File: src/rtl/debug_bridge_pkg.sv
// Shared constants and FSM state type for the debug memory bridge.
// Opcodes, response codes and the frame sequencer states.
package debug_bridge_pkg;

  localparam logic [7:0] OP_WR_IRAM = 8'h01;
  localparam logic [7:0] OP_RD_IRAM = 8'h02;
  localparam logic [7:0] OP_WR_DRAM = 8'h03;
  localparam logic [7:0] OP_RD_DRAM = 8'h04;

  localparam logic [7:0] RESP_ACK = 8'hA5;
  localparam logic [7:0] RESP_ERR = 8'hEE;

  typedef enum logic [2:0] {
    S_IDLE,
    S_ADDR,
    S_DATA,
    S_ACCESS,
    S_WAIT,
    S_RESP
  } state_e;

endpackage

File: src/rtl/dbg_resp_shifter.sv
// Response register: loads up to 4 bytes, emits them LSB first
// over a valid/ready byte handshake.
module dbg_resp_shifter (
  input  logic        clk_i,
  input  logic        rst_ni,
  input  logic        load_i,
  input  logic [31:0] data_i,
  input  logic [2:0]  nbytes_i,
  output logic [7:0]  tx_data_o,
  output logic        tx_valid_o,
  input  logic        tx_ready_i,
  output logic        done_o
);

  logic [31:0] sh_q, sh_d;
  logic [2:0]  n_q, n_d;
  logic        fire;

  always_comb begin
    sh_d   = sh_q;
    n_d    = n_q;
    fire   = (n_q != 3'd0) && tx_ready_i;
    done_o = fire && (n_q == 3'd1);
    if (load_i) begin
      sh_d = data_i;
      n_d  = nbytes_i;
    end else if (fire) begin
      sh_d = {8'h00, sh_q[31:8]};
      n_d  = n_q - 3'd1;
    end
  end

  always_ff @(posedge clk_i or negedge rst_ni) begin
    if (!rst_ni) begin
      sh_q <= '0;
      n_q  <= '0;
    end else begin
      sh_q <= sh_d;
      n_q  <= n_d;
    end
  end

  assign tx_data_o  = sh_q[7:0];
  assign tx_valid_o = (n_q != 3'd0);

endmodule

File: src/rtl/debug_mem_bridge.sv
// Byte-stream debug master for the InstRAM/DataRAM second ports.
// Decodes framed commands, performs one word access, returns a response.
module debug_mem_bridge
  import debug_bridge_pkg::*;
#(
  parameter int RD_LATENCY     = 1,
  parameter int TIMEOUT_CYCLES = 65535
) (
  input  logic        CPU_CLK,
  input  logic        CPU_RST,
  input  logic [7:0]  rx_data,
  input  logic        rx_valid,
  output logic        rx_ready,
  output logic [7:0]  tx_data,
  output logic        tx_valid,
  input  logic        tx_ready,
  output logic [31:0] CPU_Debug_InstRAM_A2,
  output logic [31:0] CPU_Debug_InstRAM_WD2,
  output logic [3:0]  CPU_Debug_InstRAM_WE2,
  input  logic [31:0] CPU_Debug_InstRAM_RD2,
  output logic [31:0] CPU_Debug_DataRAM_A2,
  output logic [31:0] CPU_Debug_DataRAM_WD2,
  output logic [3:0]  CPU_Debug_DataRAM_WE2,
  input  logic [31:0] CPU_Debug_DataRAM_RD2,
  output logic        busy
);

  localparam int TW = $clog2(TIMEOUT_CYCLES + 1);
  localparam int LW = (RD_LATENCY > 1) ? $clog2(RD_LATENCY) : 1;
  localparam logic [TW-1:0] TO_LAST  = TW'(TIMEOUT_CYCLES - 1);
  localparam logic [LW-1:0] LAT_LAST = LW'(RD_LATENCY - 1);

  state_e         state_q, state_d;
  logic [1:0]     cnt_q, cnt_d;
  logic [31:0]    addr_q, addr_d;
  logic [31:0]    wdata_q, wdata_d;
  logic           wr_q, wr_d;
  logic           dsel_q, dsel_d;
  logic [TW-1:0]  to_q, to_d;
  logic [LW-1:0]  lat_q, lat_d;

  logic           rx_fire;
  logic           ld;
  logic [31:0]    ld_data;
  logic [2:0]     ld_n;
  logic           tx_done;

  assign rx_ready = CPU_RST && ((state_q == S_IDLE) ||
                               (state_q == S_ADDR) ||
                               (state_q == S_DATA));
  assign rx_fire  = rx_valid && rx_ready;
  assign busy     = (state_q != S_IDLE);

  always_comb begin
    state_d = state_q;
    cnt_d   = cnt_q;
    addr_d  = addr_q;
    wdata_d = wdata_q;
    wr_d    = wr_q;
    dsel_d  = dsel_q;
    to_d    = '0;
    lat_d   = '0;
    ld      = 1'b0;
    ld_data = '0;
    ld_n    = '0;
    unique case (state_q)
      S_IDLE: begin
        if (rx_fire) begin
          cnt_d   = '0;
          state_d = S_ADDR;
          unique case (rx_data)
            OP_WR_IRAM: begin wr_d = 1'b1; dsel_d = 1'b0; end
            OP_RD_IRAM: begin wr_d = 1'b0; dsel_d = 1'b0; end
            OP_WR_DRAM: begin wr_d = 1'b1; dsel_d = 1'b1; end
            OP_RD_DRAM: begin wr_d = 1'b0; dsel_d = 1'b1; end
            default: begin
              ld      = 1'b1;
              ld_data = {24'h0, RESP_ERR};
              ld_n    = 3'd1;
              state_d = S_RESP;
            end
          endcase
        end
      end
      S_ADDR: begin
        if (rx_fire) begin
          addr_d = {rx_data, addr_q[31:8]};
          cnt_d  = cnt_q + 2'd1;
          if (cnt_q == 2'd3) state_d = wr_q ? S_DATA : S_ACCESS;
        end else begin
          to_d = to_q + 1'b1;
          if (to_q == TO_LAST) state_d = S_IDLE;
        end
      end
      S_DATA: begin
        if (rx_fire) begin
          wdata_d = {rx_data, wdata_q[31:8]};
          cnt_d   = cnt_q + 2'd1;
          if (cnt_q == 2'd3) state_d = S_ACCESS;
        end else begin
          to_d = to_q + 1'b1;
          if (to_q == TO_LAST) state_d = S_IDLE;
        end
      end
      S_ACCESS: begin
        if (wr_q) begin
          ld      = 1'b1;
          ld_data = {24'h0, RESP_ACK};
          ld_n    = 3'd1;
          state_d = S_RESP;
        end else begin
          state_d = S_WAIT;
        end
      end
      S_WAIT: begin
        if (lat_q == LAT_LAST) begin
          ld      = 1'b1;
          ld_data = dsel_q ? CPU_Debug_DataRAM_RD2
                           : CPU_Debug_InstRAM_RD2;
          ld_n    = 3'd4;
          state_d = S_RESP;
        end else begin
          lat_d = lat_q + 1'b1;
        end
      end
      S_RESP: begin
        if (tx_done) state_d = S_IDLE;
      end
      default: state_d = S_IDLE;
    endcase
  end

  always_ff @(posedge CPU_CLK or negedge CPU_RST) begin
    if (!CPU_RST) begin
      state_q <= S_IDLE;
      cnt_q   <= '0;
      addr_q  <= '0;
      wdata_q <= '0;
      wr_q    <= 1'b0;
      dsel_q  <= 1'b0;
      to_q    <= '0;
      lat_q   <= '0;
    end else begin
      state_q <= state_d;
      cnt_q   <= cnt_d;
      addr_q  <= addr_d;
      wdata_q <= wdata_d;
      wr_q    <= wr_d;
      dsel_q  <= dsel_d;
      to_q    <= to_d;
      lat_q   <= lat_d;
    end
  end

  logic        drive, wr_cyc;
  logic [31:0] maddr;

  // Only the selected port moves, and only while the access is live.
  always_comb begin
    drive  = (state_q == S_ACCESS) || (state_q == S_WAIT);
    wr_cyc = (state_q == S_ACCESS) && wr_q;
    maddr  = addr_q & 32'hFFFF_FFFC;
    CPU_Debug_InstRAM_A2  = (drive && !dsel_q) ? maddr : '0;
    CPU_Debug_InstRAM_WD2 = (wr_cyc && !dsel_q) ? wdata_q : '0;
    CPU_Debug_InstRAM_WE2 = (wr_cyc && !dsel_q) ? 4'hF : 4'h0;
    CPU_Debug_DataRAM_A2  = (drive && dsel_q) ? maddr : '0;
    CPU_Debug_DataRAM_WD2 = (wr_cyc && dsel_q) ? wdata_q : '0;
    CPU_Debug_DataRAM_WE2 = (wr_cyc && dsel_q) ? 4'hF : 4'h0;
  end

  dbg_resp_shifter u_resp (
    .clk_i      (CPU_CLK),
    .rst_ni     (CPU_RST),
    .load_i     (ld),
    .data_i     (ld_data),
    .nbytes_i   (ld_n),
    .tx_data_o  (tx_data),
    .tx_valid_o (tx_valid),
    .tx_ready_i (tx_ready),
    .done_o     (tx_done)
  );

endmodule

File: config.mk
export PLATFORM = sky130hd
export DESIGN_NAME = debug_mem_bridge
export DESIGN_NICKNAME = d
export VERILOG_FILES = /design/src/rtl/debug_bridge_pkg.sv /design/src/rtl/dbg_resp_shifter.sv /design/src/rtl/debug_mem_bridge.sv
export SDC_FILE = /design/constraint.sdc
export NUM_CORES = 1
export LEC_CHECK = 0
export BUFFER_PORTS_ARGS = -buffer_cell sky130_fd_sc_hd__clkbuf_2
export CAP_MARGIN = 20
export CORE_MARGIN = 2
export CORE_UTILIZATION = 55
export CTS_CLUSTER_SIZE = 24
export DETAILED_ROUTE_END_ITERATION = 10
export GPL_TIMING_DRIVEN = 0
export PLACE_DENSITY = 0.85
export SETUP_SLACK_MARGIN = 0.05
export SLEW_MARGIN = 20
export SYNTH_ARGS = -nofsm -noshare
export SYNTH_HDL_FRONTEND = slang
export SYNTH_SLANG_ARGS = --single-unit
export TNS_END_PERCENT = 20
File: constraint.sdc
create_clock -name CPU_CLK -period 5.9 [get_ports CPU_CLK]
set_input_delay 1.18 -clock CPU_CLK [delete_from_list [all_inputs] [get_ports CPU_CLK]]
set_output_delay 1.18 -clock CPU_CLK [all_outputs]
set_load 0.005 [all_outputs]
==> results.yml, run 1 <==
placement:
  place_area_um2: 8150
  preCtsSetupSlack_ns: 2.29
  routabilityCongestion: 0.847
  io_buffers: 218
  dp_hpwl_um: 12200
setup_path:
  critPathSlowestCell: "nor3b_2"
  reg2regPathDepth: 7
  r2r_end: "u_resp.sh_q[12]"
  reg2reg_slack_ns: 3.83
  arrival_ns: 2.64
  path_max_fanout: 10
  path_class: "flip-flop to output port"
  cp-start-kind: "flip-flop"
  cpLargestDelayFamily: "simple AND/OR/NAND/NOR gates"
  rr_startpoint: "u_resp.n_q[0]"
  crit_buf_inv: 3
  cpPeakStageDelay_ns: 0.51
  end_kind: "output port"
  path_depth: 7
  cpMostUsedCell: "nor2_1"
  required_ns: 4.72
  path_cells: "buf_4 > nor3b_2 > nor2_1 > nor2_1 > clkbuf_1 > and2_1 > clkbuf_2"
min_path:
  hp-class: "flip-flop to flip-flop"
  holdPathStages: 1
  holdPathEnd: "u_resp.sh_q[24]"
  min_from: "u_resp.sh_q[24]"
cells_and_area:
  n_fill_cell: 911
  area_growth_pct: 28.3
  drive_above_1_share_pct: 41.5
  num_antenna_cells: 0
  fin_nets: 959
  seqCellArea_um2: 3000
  multi_input_area_um2: 3420
  design_area_um2: 8720
sta:
  worstMarginPinSlew_ns: 0.743
  fin_tns_setup_ns: 0
  setup_slack_ns: 2.08
  fmax_mhz: 262
  rsz0062_at_grt: "false"
  period_needed_ns: 3.82
  finalHoldViolations: 0
  timing.hold.ws_ns: 0.493
  maxSlewViolCount: 0
  fin_skew_ns: 0.0122
  fin_crit_sh_pct: 64.7
  final-setup-viol-count: 0
  slew_headroom_pct: 50.0
routing:
  ant_nets: 0
  drt-wirelength-per-cell_um: 15.7
  viasPerCell: 5.37
  drc: 0
  drt_wl_total_um: 16600
  dr.pass1.iters: 4
  initialDrtViolationCount: 322
  via_count: 5685
clock_tree:
  cts.sinks: 120
  cts_buffers: 17
  cts_tree: "yes"
  hold_buffers: 0
  cts-resized-gates: 0
  cts_root_buf: "clkbuf_16"
  clk_pin_slew_worst_paths_ns: 0.06
  clk_latency_ns: 0.41
  htree_levels: 4
  cts_setup_buffers: 0
  clk_path_buf_depth: 2
outcome:
  status: "complete, no violations"
synth:
  synth-edff-count: 0
  synth_most_common_cell: "and2_1"
  yosysWarnings: 0
  yosysTopAreaCellShare_pct: 44.2
  yosysTopAreaCell: "dfrtp_1"
  ys_ff_latch: 120
  avgSynthCellArea_um2: 10.7
  synthArstFlopShare_pct: 100
  synth_seq_area_share_pct: 44.2
  synth.distinct_cells: 62
  dominantRegCellSynth: "dfrtp_1"
  synthCells: 636
  netlist_top_cells_area: "dfrtp_1 (44%), and2_1 (12%), mux2_2 (11%)"
  syn_area_um2: 6800
  synthTopCellsByCount: "and2_1 (128), dfrtp_1 (120), mux2_2 (65)"
grt:
  use_met2_pct: 45.5
  grt_use_met3_pct: 4.69
  grt_pass1_wl_um: 26500
  grt_pass1_vias: 5378
  grt-ovfl-total: 0
  track_usage_pct: 25.4
  antenna_found_initial: 0
  grt_use_met1_pct: 31.1
  grt_max_degree: 87
  busiest_layer: "met2"
job:
  maxCapViolCount: 0
floorplanning:
  fp.dieW_um: 115
  core-area_um2: 12100
  die_h_um: 115
  die-area_um2: 13300
  num_rows: 40
  initial_utilization_pct: 56.4
  io_pins: 223
power_and_ir_drop:
  powerDensity_nw_per_um2: 318
  peakVddDrop_v: 0.000204
  p_leak_uw: 0.00457
  p_total_uw: 2770
==> sequential cells by signal, summed over array words and instances, names as in the netlist <==
name and count:
addr_q 30, cnt_q 2, dsel_q 1, state_q 3
to_q 16, u_resp.n_q 3, u_resp.sh_q 32, wdata_q 32
wr_q 1
==> cell families (layout without fill, tap and decap cells) <==
kind of cell,count (synthesis),after routing,synth area share [%]
fa+ha+maj,6,6,1.10
simple gates,239,239,20.8
xor+xnor,15,15,1.93
flops,120,120,44.2
mux,95,95,15.2
buf+inv,71,322,5.67
compound gates,89,89,11.1
other cells,1,4,0.0552
==> worst max-delay path by stage <==
stage	start	endpoint	slack, ns
2_1_floorplan	state_q[1]	CPU_Debug_DataRAM_A2[10]	3.16
3_3_place_gp	CPU_RST	wdata_q[15]	0.22
3_5_place_dp	CPU_RST	rx_ready	2.29
4_1_cts	state_q[2]	CPU_Debug_InstRAM_A2[17]	2.10
5_1_grt	state_q[2]	CPU_Debug_DataRAM_A2[4]	1.87
6_report	state_q[2]	CPU_Debug_InstRAM_A2[17]	2.08
==> power by group <==
group	total (uW)	switching [uW]	internal [uW]	leakage [uW]
Combinational	721	363	357	0.00271
Sequential	1070	96.0	970	0.00159
Clock	984	381	604	0.000272
==> placed cells by master, fill, tap and decap left out, drive strengths merged, types with 4 or more instances in the layout <==
cell / netlist / layout
clkbuf: 22 / 259
and2: 128 / 128
dfrtp: 120 / 120
mux2: 66 / 66
buf: 39 / 40
nor2: 38 / 38
mux2i: 29 / 29
o22a: 16 / 16
o221a: 16 / 16
nand2: 14 / 14
inv: 10 / 13
nand3: 10 / 10
o21ai: 10 / 10
xnor2: 9 / 9
o2bb2ai: 8 / 8
nand4: 7 / 7
or3: 7 / 7
a211oi: 7 / 7
a21oi: 6 / 6
xor2: 6 / 6
ha: 6 / 6
nor3: 6 / 6
o31ai: 5 / 5
o211ai: 5 / 5
clkinv: 0 / 5
and3: 4 / 4
conb: 1 / 4
clkinvlp: 0 / 4
==> final cells by class <==
| cell class | instances | area share (%) |
|---|---|---|
| well taps | 168 | 2.41 |
| clock buffers | 19 | 5.20 |
| repair buffers | 219 | 12.9 |
| clock inverters | 13 | 1.36 |
| multi-input cells | 448 | 39.2 |
| flip-flops and latches | 120 | 34.4 |
| inverters | 10 | 0.431 |
| plain buffers | 61 | 3.99 |
==> routing by layer <==
metal | vias up | routed length [um]
met2 | 190 | 8590
met1 | 2764 | 6970
li1 | 2713 | -
met5 | - | 0
met3 | 18 | 841
met4 | 0 | 228
==> per-stage QoR <==
step,cells,utilization (%)
3_3_place_gp,1025,67.2
6_report,1058,72.3
4_1_cts,1058,72.3
5_1_grt,1058,72.3
2_1_floorplan,639,-
3_5_place_dp,1026,67.5
==> worst register-to-register path, stage by stage (launching register included) <==
cell       delay (ns)
dfrtp_1          0.41
inv_1            0.09
ha_1             0.17
nand2b_1         0.16
and2_1           0.21
clkbuf_1         0.15
a211oi_2         0.60
a2bb2oi_1        0.13
Power figures use the tool's default switching activity.
==> inputs of run 2 (changes only) <==
--- a/config.mk
+++ b/config.mk
@@ -5,14 +5,15 @@
 export SDC_FILE = /design/constraint.sdc
 export NUM_CORES = 1
 export LEC_CHECK = 0
+export ABC_AREA = 1
 export BUFFER_PORTS_ARGS = -buffer_cell sky130_fd_sc_hd__clkbuf_2
 export CAP_MARGIN = 20
 export CORE_MARGIN = 2
-export CORE_UTILIZATION = 55
+export CORE_UTILIZATION = 47
 export CTS_CLUSTER_SIZE = 24
 export DETAILED_ROUTE_END_ITERATION = 10
 export GPL_TIMING_DRIVEN = 0
-export PLACE_DENSITY = 0.85
+export PLACE_DENSITY = 0.77
 export SETUP_SLACK_MARGIN = 0.05
 export SLEW_MARGIN = 20
 export SYNTH_ARGS = -nofsm -noshare
==> constraint.sdc (replaced) <==
create_clock -name CPU_CLK -period 3.4 [get_ports CPU_CLK]
set_input_delay 0.68 -clock CPU_CLK [delete_from_list [all_inputs] [get_ports CPU_CLK]]
set_output_delay 0.68 -clock CPU_CLK [all_outputs]
set_load 0.005 [all_outputs]
==> run 2 against run 1 <==
  * Wire length increased by 15%
  * Sequential power is 110% higher
  * Largest cell class is now flip-flops and latches
  * Clock skew decreased by 0.0050 ns
  * Critical path type unchanged
  * Clock power increased by 99%
==> results.yml, run 2 <==
power_and_ir_drop:
  p_int_uw: 4220
  comb_power_share_pct: 38.9
  p_seq_share_pct: 32.9
  powerDensity_nw_per_um2: 786
  clock_power_share_pct: 28.2
  swShare_pct: 39.1
  peakVddDrop_v: 0.000405
  power_switching_uw: 2700
  p_leak_uw: 0.00513
routing:
  drc: 0
  ant_nets: 0
  drt-wirelength-per-cell_um: 13.5
  drt_wl_total_um: 19100
  viasPerCell: 4.87
  via_count: 6870
  initialDrtViolationCount: 464
  dr.pass1.iters: 5
synth:
  ys_ff_latch: 120
  synth_seq_area_share_pct: 44.1
  avgSynthCellArea_um2: 6.96
  yosysTopAreaCellShare_pct: 44.1
  yosysTopAreaCell: "dfrtp_1"
  syn_area_um2: 6810
  synthArstFlopShare_pct: 100
  yosysWarnings: 0
  synth_most_common_cell: "nand2_1"
  netlist_top_cells_area: "dfrtp_1 (44%), nand2_1 (14%), nor2_1 (10%)"
  synthCells: 978
  synthTopCellsByCount: "nand2_1 (253), nor2_1 (187), inv_1 (131)"
  synth-edff-count: 0
  synth.distinct_cells: 34
  dominantRegCellSynth: "dfrtp_1"
clock_tree:
  cts_buffers: 17
  clk_pin_slew_worst_paths_ns: 0.06
  htree_levels: 4
  cts-resized-gates: 0
  cts_setup_buffers: 0
  cts_tree: "yes"
  hold_buffers: 0
  clk_latency_ns: 0.41
  clk_path_buf_depth: 2
  cts_root_buf: "clkbuf_16"
  cts.sinks: 120
setup_path:
  arrival_ns: 2.46
  required_ns: 2.72
  cp-start-kind: "flip-flop"
  crit_buf_inv: 5
  r2r_end: "u_resp.sh_q[11]"
  cpMostUsedCell: "buf_2"
  path_depth: 7
  crit_start: "dsel_q"
  rr_startpoint: "u_resp.n_q[0]"
  critPathSlowestCell: "clkbuf_1"
  path_cells: "buf_2 > clkinv_1 > clkbuf_1 > nand2_1 > buf_2 > nor2_1 > clkbuf_2"
  reg2regPathDepth: 11
  path_class: "flip-flop to output port"
  cpPeakStageDelay_ns: 0.52
  endpoint: "CPU_Debug_InstRAM_A2[25]"
  cpLargestDelayFamily: "buffers and inverters"
  reg2reg_slack_ns: 1.34
  end_kind: "output port"
  path_max_fanout: 10
grt:
  track_usage_pct: 24.9
  grt-ovfl-total: 0
  grt_max_degree: 93
  antenna_found_initial: 0
  grt_pass1_wl_um: 31500
  grt_pass1_vias: 6375
placement:
  routabilityCongestion: 0.859
  io_buffers: 218
  dp_cells: 1380
  dp_hpwl_um: 14300
  preCtsSetupSlack_ns: 0.662
cells_and_area:
  reg_top3: "u_resp.sh_q: 32 flops, wdata_q: 32 flops, addr_q: 30 flops"
  final_cell_mix: "nand2_1 (253), clkbuf_2 (217), nor2_1 (187)"
  area_growth_pct: 29.4
  n_fill_cell: 1273
  final_common_cell: "nand2_1"
  instances_no_fill: 1412
  num_antenna_cells: 0
  fin_nets: 1301
  drive_above_1_share_pct: 26.5
sta:
  period_needed_ns: 3.14
  setup_slack_ns: 0.260
  slew_headroom_pct: 57.6
  fin_skew_ns: 0.00718
  rsz0062_at_grt: "false"
  finalHoldViolations: 0
  timing.hold.ws_ns: 0.164
  fin_crit_sh_pct: 92.4
  final-setup-viol-count: 0
  maxSlewViolCount: 0
  fmax_mhz: 318
  worstMarginPinSlew_ns: 0.636
outcome:
  status: "complete, no violations"
job:
  maxCapViolCount: 0
floorplanning:
  initial_utilization_pct: 48.5
  num_rows: 43
  die-area_um2: 15500
  io_pins: 223
  die_h_um: 124
  fp.dieW_um: 124
  core-area_um2: 14000
min_path:
  hp-class: "input pin to asynchronous set/reset pin"
[run 2: power by group through the flow]
stage	Combinational [uW]	Clock, uW	Sequential (uW)
CTS	2690	1970	2270
finish	2690	1960	2280
detailed placement	2660	0	2290
global placement	2590	0	2270
global route	3070	2040	2340
floorplan	1840	0	2230
[run 2: worst min-delay path by stage]
stage               endpoint  cells after the start
4_1_cts              to_q[3]                      1
2_1_floorplan     addr_q[10]                      0
3_3_place_gp       addr_q[7]                      2
3_5_place_dp   u_resp.n_q[1]                      2
6_report             to_q[5]                      1
5_1_grt              to_q[8]                      1
[run 2: cell type report]
cell class | count | area, um^2 | share of cell area [%]
plain buffers | 64 | 380 | 4.32
clock buffers | 17 | 425 | 4.83
well taps | 180 | 225 | 2.56
repair buffers | 219 | 1130 | 12.8
flip-flops and latches | 120 | 3000 | 34.1
inverters | 141 | 532 | 6.03
clock inverters | 15 | 214 | 2.43
multi-input cells | 656 | 2910 | 33.0
[run 2: through the flow]
| step | total power [uW] | TNS [ns] | util [%] | area, um^2 |
|---|---|---|---|---|
| 4_1_cts | 6940 | 0 | 62.8 | 8810 |
| 5_1_grt | 7450 | 0 | 62.8 | 8810 |
| 3_5_place_dp | 4950 | 0 | 58.2 | 8170 |
| 2_1_floorplan | 4060 | 0 | - | 6820 |
| 3_3_place_gp | 4860 | -140.30 | 57.9 | 8140 |
| 6_report | 6920 | 0 | 62.8 | 8810 |
[run 2: cell families (layout without fill, tap and decap cells)]
family,count (synthesis),in the layout,share of synthesized area [%]
compound gates,124,124,9.26
xor+xnor,4,4,0.515
fa+ha+maj,6,6,1.10
buf+inv,205,456,13.4
flops,120,120,44.1
other cells,1,4,0.0551
simple gates,518,518,31.6
[run 2: routing by layer]
| metal | vias to the layer above | GRT usage, % | routed length [um] |
|---|---|---|---|
| li1 | 3461 | - | - |
| met1 | 3125 | 32.8 | 8190 |
| met2 | 266 | 43.2 | 9490 |
| met3 | 18 | 4.51 | 1270 |
| met4 | 0 | 5.16 | 167 |
| met5 | - | 0 | 0 |
